### src/rtl/cpu_control_fsm_if.sv
// Bundles the signals between the CPU control FSM and the datapath: IR fields, the memory handshake,
// the datapath control strobes and the status outputs.
interface cpu_control_fsm_if;
    logic        addr_mode;
    logic [4:0]  opcode;
    logic        mem_ack;
    logic        acc_zero;
    logic        mem_req;
    logic        mem_we;
    logic [1:0]  addr_sel;
    logic        ir_load;
    logic        pc_inc;
    logic        pc_load;
    logic        mdr_load;
    logic        acc_load;
    logic [4:0]  alu_op;
    logic        halted;
    logic        illegal;
    logic [15:0] instr_count;

    modport master (
        input  addr_mode, opcode, mem_ack, acc_zero,
        output mem_req, mem_we, addr_sel, ir_load, pc_inc, pc_load, mdr_load,
               acc_load, alu_op, halted, illegal, instr_count
    );

    modport slave (
        output addr_mode, opcode, mem_ack, acc_zero,
        input  mem_req, mem_we, addr_sel, ir_load, pc_inc, pc_load, mdr_load,
               acc_load, alu_op, halted, illegal, instr_count
    );
endinterface

### src/rtl/cpu_control_fsm.sv
// Multi-cycle CPU control unit: fetch / decode / indirect / execute / halt sequencing with a
// request-until-ack memory handshake and Mealy load strobes.
module cpu_control_fsm (
    input  logic              clk,
    input  logic              rst_n,
    cpu_control_fsm_if.master bus
);
    typedef enum logic [2:0] {
        S_FETCH    = 3'd0,
        S_DECODE   = 3'd1,
        S_INDIRECT = 3'd2,
        S_EXECUTE  = 3'd3,
        S_HALT     = 3'd4
    } state_e;

    typedef struct packed {
        logic       mem_req;
        logic       mem_we;
        logic [1:0] addr_sel;
        logic       ir_load;
        logic       pc_inc;
        logic       pc_load;
        logic       mdr_load;
        logic       acc_load;
        logic       halted;
        logic       illegal;
    } ctrl_t;

    localparam logic [4:0] OP_NOP = 5'b00000;
    localparam logic [4:0] OP_LDA = 5'b00001;
    localparam logic [4:0] OP_STA = 5'b00010;
    localparam logic [4:0] OP_ADD = 5'b00011;
    localparam logic [4:0] OP_SUB = 5'b00100;
    localparam logic [4:0] OP_AND = 5'b00101;
    localparam logic [4:0] OP_JMP = 5'b00110;
    localparam logic [4:0] OP_JZ  = 5'b00111;
    localparam logic [4:0] OP_HLT = 5'b11111;

    state_e      r_state;
    state_e      w_next_state;
    logic        r_indirect;
    logic [15:0] r_instr_count;
    ctrl_t       w_ctrl;
    logic        w_has_operand;

    assign w_has_operand = (bus.opcode >= OP_LDA) && (bus.opcode <= OP_JZ);

    // NOTE: sequential state uses non-blocking assignments so every register samples pre-edge values.
    always_ff @(posedge clk or negedge rst_n) begin
        if (!rst_n) begin
            r_state       <= S_FETCH;
            r_indirect    <= 1'b0;
            r_instr_count <= '0;
        end else begin
            r_state <= w_next_state;
            if (r_state == S_FETCH) begin
                r_indirect <= 1'b0;
            end else if (r_state == S_INDIRECT) begin
                r_indirect <= 1'b1;
            end
            if (w_ctrl.ir_load) begin
                r_instr_count <= r_instr_count + 16'd1;
            end
        end
    end

    // NOTE: every signal gets a default before the case so no path can infer a latch.
    always_comb begin
        w_next_state = r_state;
        w_ctrl       = '0;
        case (r_state)
            S_FETCH: begin
                w_ctrl.mem_req = 1'b1;
                if (bus.mem_ack) begin
                    w_ctrl.ir_load = 1'b1;
                    w_ctrl.pc_inc  = 1'b1;
                    w_next_state   = S_DECODE;
                end
            end
            S_DECODE: begin
                if (bus.opcode == OP_HLT) begin
                    w_next_state = S_HALT;
                end else if (bus.opcode == OP_NOP) begin
                    w_next_state = S_FETCH;
                end else if (!w_has_operand) begin
                    w_ctrl.illegal = 1'b1;
                    w_next_state   = S_FETCH;
                end else if (bus.addr_mode) begin
                    w_next_state = S_INDIRECT;
                end else begin
                    w_next_state = S_EXECUTE;
                end
            end
            S_INDIRECT: begin
                w_ctrl.mem_req  = 1'b1;
                w_ctrl.addr_sel = 2'd1;
                if (bus.mem_ack) begin
                    w_ctrl.mdr_load = 1'b1;
                    w_next_state    = S_EXECUTE;
                end
            end
            S_EXECUTE: begin
                w_ctrl.addr_sel = r_indirect ? 2'd2 : 2'd1;
                case (bus.opcode)
                    OP_LDA, OP_ADD, OP_SUB, OP_AND: begin
                        w_ctrl.mem_req = 1'b1;
                        if (bus.mem_ack) begin
                            w_ctrl.acc_load = 1'b1;
                            w_next_state    = S_FETCH;
                        end
                    end
                    OP_STA: begin
                        w_ctrl.mem_req = 1'b1;
                        w_ctrl.mem_we  = 1'b1;
                        if (bus.mem_ack) begin
                            w_next_state = S_FETCH;
                        end
                    end
                    OP_JMP: begin
                        w_ctrl.pc_load = 1'b1;
                        w_next_state   = S_FETCH;
                    end
                    OP_JZ: begin
                        w_ctrl.pc_load = bus.acc_zero;
                        w_next_state   = S_FETCH;
                    end
                    default: w_next_state = S_FETCH;
                endcase
            end
            S_HALT: w_ctrl.halted = 1'b1;
            default: w_next_state = S_FETCH;
        endcase
        // Outputs are forced quiet while reset is held, so a request in flight drops immediately.
        if (!rst_n) begin
            w_ctrl = '0;
        end
    end

    assign bus.mem_req     = w_ctrl.mem_req;
    assign bus.mem_we      = w_ctrl.mem_we;
    assign bus.addr_sel    = w_ctrl.addr_sel;
    assign bus.ir_load     = w_ctrl.ir_load;
    assign bus.pc_inc      = w_ctrl.pc_inc;
    assign bus.pc_load     = w_ctrl.pc_load;
    assign bus.mdr_load    = w_ctrl.mdr_load;
    assign bus.acc_load    = w_ctrl.acc_load;
    assign bus.alu_op      = w_ctrl.acc_load ? bus.opcode : 5'd0;
    assign bus.halted      = w_ctrl.halted;
    assign bus.illegal     = w_ctrl.illegal;
    assign bus.instr_count = r_instr_count;
endmodule

### src/flat_wrapper.sv
// flat-port wrapper written by rule: the top's interface ports become plain ports
module cpu_control_fsm_flat 
  (clk, rst_n, bus_addr_mode, bus_opcode, bus_mem_ack, bus_acc_zero, bus_mem_req, bus_mem_we, bus_addr_sel, bus_ir_load, bus_pc_inc, bus_pc_load, bus_mdr_load, bus_acc_load, bus_alu_op, bus_halted, bus_illegal, bus_instr_count);
  cpu_control_fsm_if bus_i ();
  input  logic clk;
  input  logic rst_n;
  input wire logic [$bits(bus_i.addr_mode)-1:0] bus_addr_mode;
  input wire logic [$bits(bus_i.opcode)-1:0] bus_opcode;
  input wire logic [$bits(bus_i.mem_ack)-1:0] bus_mem_ack;
  input wire logic [$bits(bus_i.acc_zero)-1:0] bus_acc_zero;
  output wire logic [$bits(bus_i.mem_req)-1:0] bus_mem_req;
  output wire logic [$bits(bus_i.mem_we)-1:0] bus_mem_we;
  output wire logic [$bits(bus_i.addr_sel)-1:0] bus_addr_sel;
  output wire logic [$bits(bus_i.ir_load)-1:0] bus_ir_load;
  output wire logic [$bits(bus_i.pc_inc)-1:0] bus_pc_inc;
  output wire logic [$bits(bus_i.pc_load)-1:0] bus_pc_load;
  output wire logic [$bits(bus_i.mdr_load)-1:0] bus_mdr_load;
  output wire logic [$bits(bus_i.acc_load)-1:0] bus_acc_load;
  output wire logic [$bits(bus_i.alu_op)-1:0] bus_alu_op;
  output wire logic [$bits(bus_i.halted)-1:0] bus_halted;
  output wire logic [$bits(bus_i.illegal)-1:0] bus_illegal;
  output wire logic [$bits(bus_i.instr_count)-1:0] bus_instr_count;
  assign bus_i.addr_mode = bus_addr_mode;
  assign bus_i.opcode = bus_opcode;
  assign bus_i.mem_ack = bus_mem_ack;
  assign bus_i.acc_zero = bus_acc_zero;
  assign bus_mem_req = bus_i.mem_req;
  assign bus_mem_we = bus_i.mem_we;
  assign bus_addr_sel = bus_i.addr_sel;
  assign bus_ir_load = bus_i.ir_load;
  assign bus_pc_inc = bus_i.pc_inc;
  assign bus_pc_load = bus_i.pc_load;
  assign bus_mdr_load = bus_i.mdr_load;
  assign bus_acc_load = bus_i.acc_load;
  assign bus_alu_op = bus_i.alu_op;
  assign bus_halted = bus_i.halted;
  assign bus_illegal = bus_i.illegal;
  assign bus_instr_count = bus_i.instr_count;
  cpu_control_fsm u_core (.clk(clk), .rst_n(rst_n), .bus(bus_i));
endmodule
### config.mk
export PLATFORM = sky130hd
export DESIGN_NAME = cpu_control_fsm_flat
export DESIGN_NICKNAME = d
export VERILOG_FILES = /design/src/rtl/cpu_control_fsm_if.sv /design/src/rtl/cpu_control_fsm.sv /design/src/flat_wrapper.sv
export SDC_FILE = /design/constraint.sdc
export NUM_CORES = 1
export LEC_CHECK = 0
export ABC_CLOCK_PERIOD_IN_PS = 1350
export CAP_MARGIN = 25
export CORE_UTILIZATION = 39
export DETAILED_ROUTE_END_ITERATION = 8
export PLACE_DENSITY = 0.79
export SETUP_SLACK_MARGIN = 0.1
export SLEW_MARGIN = 5
export SYNTH_ARGS = -nofsm -noshare
export SYNTH_HDL_FRONTEND = slang
export SYNTH_SLANG_ARGS = --single-unit
### constraint.sdc
create_clock -name clk -period 1.35 [get_ports clk]
set_input_delay 0.135 -clock clk [delete_from_list [all_inputs] [get_ports clk]]
set_output_delay 0.135 -clock clk [all_outputs]
set_load 0.01 [all_outputs]
After elaboration in Yosys (flattened, before gate mapping)
Cells that the tools add are included.
{"block": "op_classes", "addsub": 1, "n_mul": 0, "n_div": 0, "order_cmp": 2, "eq_ne": 15, "shifts": 0, "n_mux": 32, "bitwise": 1, "reduce_logical": 8}
{"cell": "equality test 5 x 3 -> 1 bit, second input constant", "count": 4}
{"cell": "two-way mux 3 bit", "count": 6}
{"cell": "adder 16 x 1 -> 16 bit, second input constant", "count": 1}
{"cell": "two-way mux 1 bit", "count": 16}
{"cell": "case mux 3 bit (5 select lines)", "count": 1}
{"cell": "two-way mux 11 bit", "count": 1}
{"cell": "equality test 5 x 2 -> 1 bit, second input constant", "count": 2}
{"cell": "two-way mux 2 bit", "count": 4}
{"cell": "equality test 3 x 2 -> 1 bit, second input constant", "count": 2}
{"cell": "equality test 5 x 1 -> 1 bit, second input constant", "count": 1}
{"cell": "equality test 5 bit, second input constant", "count": 1}
{"cell": "greater-or-equal comparator 5 x 1 -> 1 bit, second input constant", "count": 1}
{"cell": "less-or-equal comparator 5 x 3 -> 1 bit, second input constant", "count": 1}
{"cell": "logical NOT 5 bit", "count": 1}
{"cell": "two-way mux 5 bit", "count": 1}
{"cell": "OR reduction 5 bit", "count": 1}
{"cell": "!= test 2 bit, second input constant", "count": 2}
{"cell": "case mux 1 bit (2 select lines)", "count": 2}
{"cell": "case mux 2 bit (2 select lines)", "count": 1}
{"cell": "AND reduction 4 bit", "count": 1}
{"cell": "OR reduction 4 bit", "count": 1}
{"cell": "equality test 3 x 1 -> 1 bit, second input constant", "count": 1}
{"cell": "equality test 3 bit, second input constant", "count": 1}
{"cell": "logical NOT 3 bit", "count": 1}
{"cell": "5 further kinds", "count": 5}
{"block": "totals", "ff_bits": 20, "latch_bits": 0, "mem_bits_rw": 0, "rom_bits": 0, "in_bits": 10, "out_inout_bits": 32, "wordCells": 62, "n_memories": 0}

Depth between registers and ports, before layout
{"block": "logic_depth", "depth_word": 8, "mapped_depth": 5, "mapped_depth_nobuf": 4}

Worst setup path before layout
OpenSTA, ideal clock, no wires.
{"block": "synth_timing", "kind": "register -> register", "startpoint": "register u_core.r_state[2]", "endpoint": "register u_core.r_instr_count[1] (netlist: u_core.bus.instr_count[1])", "setup_ns": 0.128, "t_arrival_ns": 1.346, "required_time_ns": 1.222, "path_slack_ns": -0.124, "stages_incl_launch_ff": 5, "path_buffers": 1, "cell_sequence": "dfrtp_1 nor2b_1 and3_1 buf_2 mux2_1"}
{"block": "synth_via", "elab_chain_cells": 3}
{"element": "start, declared", "line_no": "cpu_control_fsm.sv:39", "text": "state_e r_state;"}
{"element": "start signal, assigned", "line_no": "cpu_control_fsm.sv:55", "text": "r_state <= w_next_state;"}
{"element": "logical NOT 3 bit", "line_no": "cpu_control_fsm.sv:71", "text": "case (r_state)"}
{"element": "two-way mux 2 bit", "line_no": "cpu_control_fsm.sv:71"}
{"element": "two-way mux 11 bit", "line_no": "cpu_control_fsm.sv:134", "text": "if (!rst_n) begin"}
{"element": "named net bus_ir_load", "line_no": "flat_wrapper.sv:14", "text": "output wire logic [$bits(bus_i.ir_load)-1:0] bus_ir_load;"}
{"element": "end signal, assigned", "line_no": "cpu_control_fsm.sv:62", "text": "r_instr_count <= r_instr_count + 16'd1;"}
{"element": "end, declared", "line_no": "cpu_control_fsm.sv:42", "text": "logic [15:0] r_instr_count;"}
The timed path passes the listed nets, and every way through them passes these cells.
A chain may end at the register's enable or synchronous reset.

Final worst setup path
{"block": "layout_timing", "startpoint": "register u_core.r_state[2]", "endpoint": "output port bus_alu_op[0]"}
{"block": "layout_via", "elab_chain_cells": 4}
{"element": "equality test 3 x 2 -> 1 bit", "line_no": "cpu_control_fsm.sv:71"}
{"element": "two-way mux 1 bit", "line_no": "cpu_control_fsm.sv:71"}
{"element": "two-way mux 11 bit", "line_no": "cpu_control_fsm.sv:134"}
{"element": "two-way mux 5 bit", "line_no": "cpu_control_fsm.sv:147", "text": "assign bus.alu_op = w_ctrl.acc_load ? bus.opcode : 5'd0;"}
{"element": "end, declared", "line_no": "flat_wrapper.sv:19", "text": "output wire logic [$bits(bus_i.alu_op)-1:0] bus_alu_op;"}
No other way between the ends.

==> impl_metrics.toml <==
[run_status]
status = "finished, violations left"
failed_checks = "setup timing"

[power]
p_total_mw = 2.111
power.switching_uw = 660.6
switching_share_pct = 31.30
irDropWorstVdd_uv = 1114
internal_power_mw = 1.450
power_per_cell_area_nw_per_um2 = 1026
power.leakage_nw = 1.097
combPwrFrac_pct = 40.1
p_clk_share_pct = 23.6
power.share.sequential_pct = 36.3

[clock_tree]
numCtsBuffers = 3
htree_levels = 1
cts-root-buf = "clkbuf_4"
insertion_delay_ns = 0.32
cts_max_path_buffers = 2
clock_sinks = 20
clkTransAtPathRegs_ns = 0.11
cts_tree = "done"

[final_layout]
multi_input_area_um2 = 729.5
areaGrowthSynthToFinish_pct = 80.26
antenna_cells = 0
layout.nets = 214
drive_gt1_share_pct = 50.50
regArea_um2 = 506.7
fill_cells = 198

[sta]
layout_min_cycle_time_ns = 1.634
clock_skew_ns = 0.003094
final.setup.tns_ns = -5.692
hold_viol = 0
fin_ws_ns = -0.2837
relSlewSlack_pct = 43.74
finalMaxSlewViolations = 0
tightest_slew_ns = 0.8439
timing.hold.ws_ns = 0.3768
maxClockFrequency_mhz = 612.1
fin_crit_sh_pct = 121.0
setup_violations = 30
rsz0062_at_grt = "yes"

[routing]
vias_per_cell = 5.270
drtAntennaViolNets = 0
wl_um = 3619
initialDrtViolationCount = 34
drc = 0
dr.pass1.iters = 4
vias = 1228
wl_per_cell_um = 15.53

[yosys]
ys_seq_area_share_pct = 43.86
async_flop_share_pct = 100.0
synth_flop_cell = "dfrtp_1"
ys_types = 36
synth_edf_count = 0
ys_warn_count = 0
netlist_area_um2 = 1141
syn_inst = 118
synth-seq-cells = 20
synth.avg_cell_area_um2 = 9.670

[floorplan]
core-area_um2 = 2758
die-height_um = 56.09
die_w_um = 56.09
num_rows = 19
ioPinCount = 42
start_util_pct = 41.38
die_area_um2 = 3146

[global_route]
grt-busiest-layer = "met2"
met2_usage_pct = 45.58
grt_util_met3_pct = 1.628
grt_util_met1_pct = 27.03
grt_pass1_wl_um = 5865
grt_max_degree = 21
antenna_found_initial = 0
track_usage_pct = 23.68
overflow = 0
grt_pass1_vias = 1277

[critical_path]
cp.required_ns = 1.22
cp-end-kind = "output pin"
cp.arrival_ns = 1.50
worstPathMaxFanout = 5
startpoint = "u_core.r_state[2]"
cp-start-kind = "flop"
reg2reg_from = "u_core.r_state[2]"
critPathKind = "reg -> out"

[place]
place_congestion = 0.8311
dp_hpwl_um = 2131
numPortBuffers = 39
pre_cts_slack_ns = -0.7003

[hold_path]
hold_class = "in -> async"

[job]
max_cap_violations = 0
sequential cells by signal (all words and copies together) (netlist names):
signal,flops
u_core.bus.instr_count,16
u_core.r_indirect,1
u_core.r_state,3
synth_stat cells (2+ instances only):
cell type	number	share of area (%)
nand4_1	5	2.7
xnor2_1	9	6.9
nand2_1	10	3.3
dfrtp_1	20	44
buf_4	3	2.0
xor2_1	6	4.6
nand2b_1	5	2.7
nand3_1	7	3.1
inv_1	2	0.66
clkbuf_1	3	0.99
nor2_1	11	3.6
nor2b_1	3	1.6
and3_1	4	2.2
nor3_1	4	1.8
a21oi_1	5	2.2
layout by cell type, fill, tap and decap left out, drive strengths merged, types with 3 or more instances in the layout:
master | synthesis | routed
nand4 | 6 | 6
nor3 | 4 | 4
nand3 | 7 | 7
dlygate4sd2 | 0 | 13
a21oi | 5 | 5
clkbuf | 3 | 5
clkdlybuf4s50 | 0 | 3
dfrtp | 20 | 20
nand2b | 5 | 5
and3 | 4 | 4
nor2b | 3 | 3
nand2 | 10 | 10
xor2 | 6 | 6
xnor2 | 9 | 9
clkdlybuf4s15 | 0 | 3
nor2 | 11 | 11
buf | 4 | 60
dlymetal6s2s | 0 | 4
power groups by stage:
stage	logic, mW	registers (mW)	clock network [mW]
floorplan	0.242	0.824	0
global placement	0.637	0.797	0
detailed placement	0.651	0.804	0
CTS	0.806	0.771	0.483
global route	0.910	0.781	0.512
finish	0.847	0.766	0.498
critical path: stages, from the launching register on:
cell and delay [ns]:
dfrtp_1 0.43, nor2b_4 0.17, and4_4 0.25, nand3_2 0.08, a21oi_2 0.11, buf_2 0.14
stage by stage:
step,cell area (um^2),std cells,utilization [%]
floorplan,1169,119,-
global route,2057,233,74.59
finish,2057,233,74.59
detailed placement,1730,206,62.75
global placement,1730,206,62.75
CTS,1986,230,72.01
path summary, 6_finish.rpt:
check                           slack [ns]  depth (start not counted)                    endpoint
worst max register to register       -0.23                          6   u_core.bus.instr_count[1]
max in group asynchronous             0.40                          3           u_core.r_state[0]
worst min register to register        0.48                          1  u_core.bus.instr_count[15]
worst max-delay path                 -0.28                          5               bus_alu_op[0]
worst min-delay path                  0.38                          3  u_core.bus.instr_count[15]
min in group clk                      0.38                          6           u_core.r_state[2]
routing by layer:
layer	vias to the layer above	routed length, um
li1	572	-
met1	600	1395
met2	47	1954
met3	9	162
met4	0	107
met5	-	0
timing repair:
action,in CTS,in global routing
gates resized for setup,112,22
pin swaps,25,12
setup buffers,18,6
setup endpoints to repair,46,56
hold buffers,1,0
endpoints found under the hold margin,20,0
gates cloned,1,0
kinds of logic after synthesis:
family          after synthesis  share of synthesized area, %
other cells                   1                        0.3286
compound gates               11                         6.031
simple gates                 59                         31.14
flops                        20                         43.86
fa+ha+maj                     1                         1.096
xor+xnor                     15                         11.51
mux                           2                         1.974
buf+inv                       9                         4.057
cell type report:
type,instances,share of cell area [%]
multi-input combinational,90,35.46
timing repair buffer,86,35.10
sequential,20,24.64
tap,31,1.886
clock inverter,1,1.460
clock buffer,3,1.095
inverter,2,0.3650
Power figures use the tool's default switching activity.
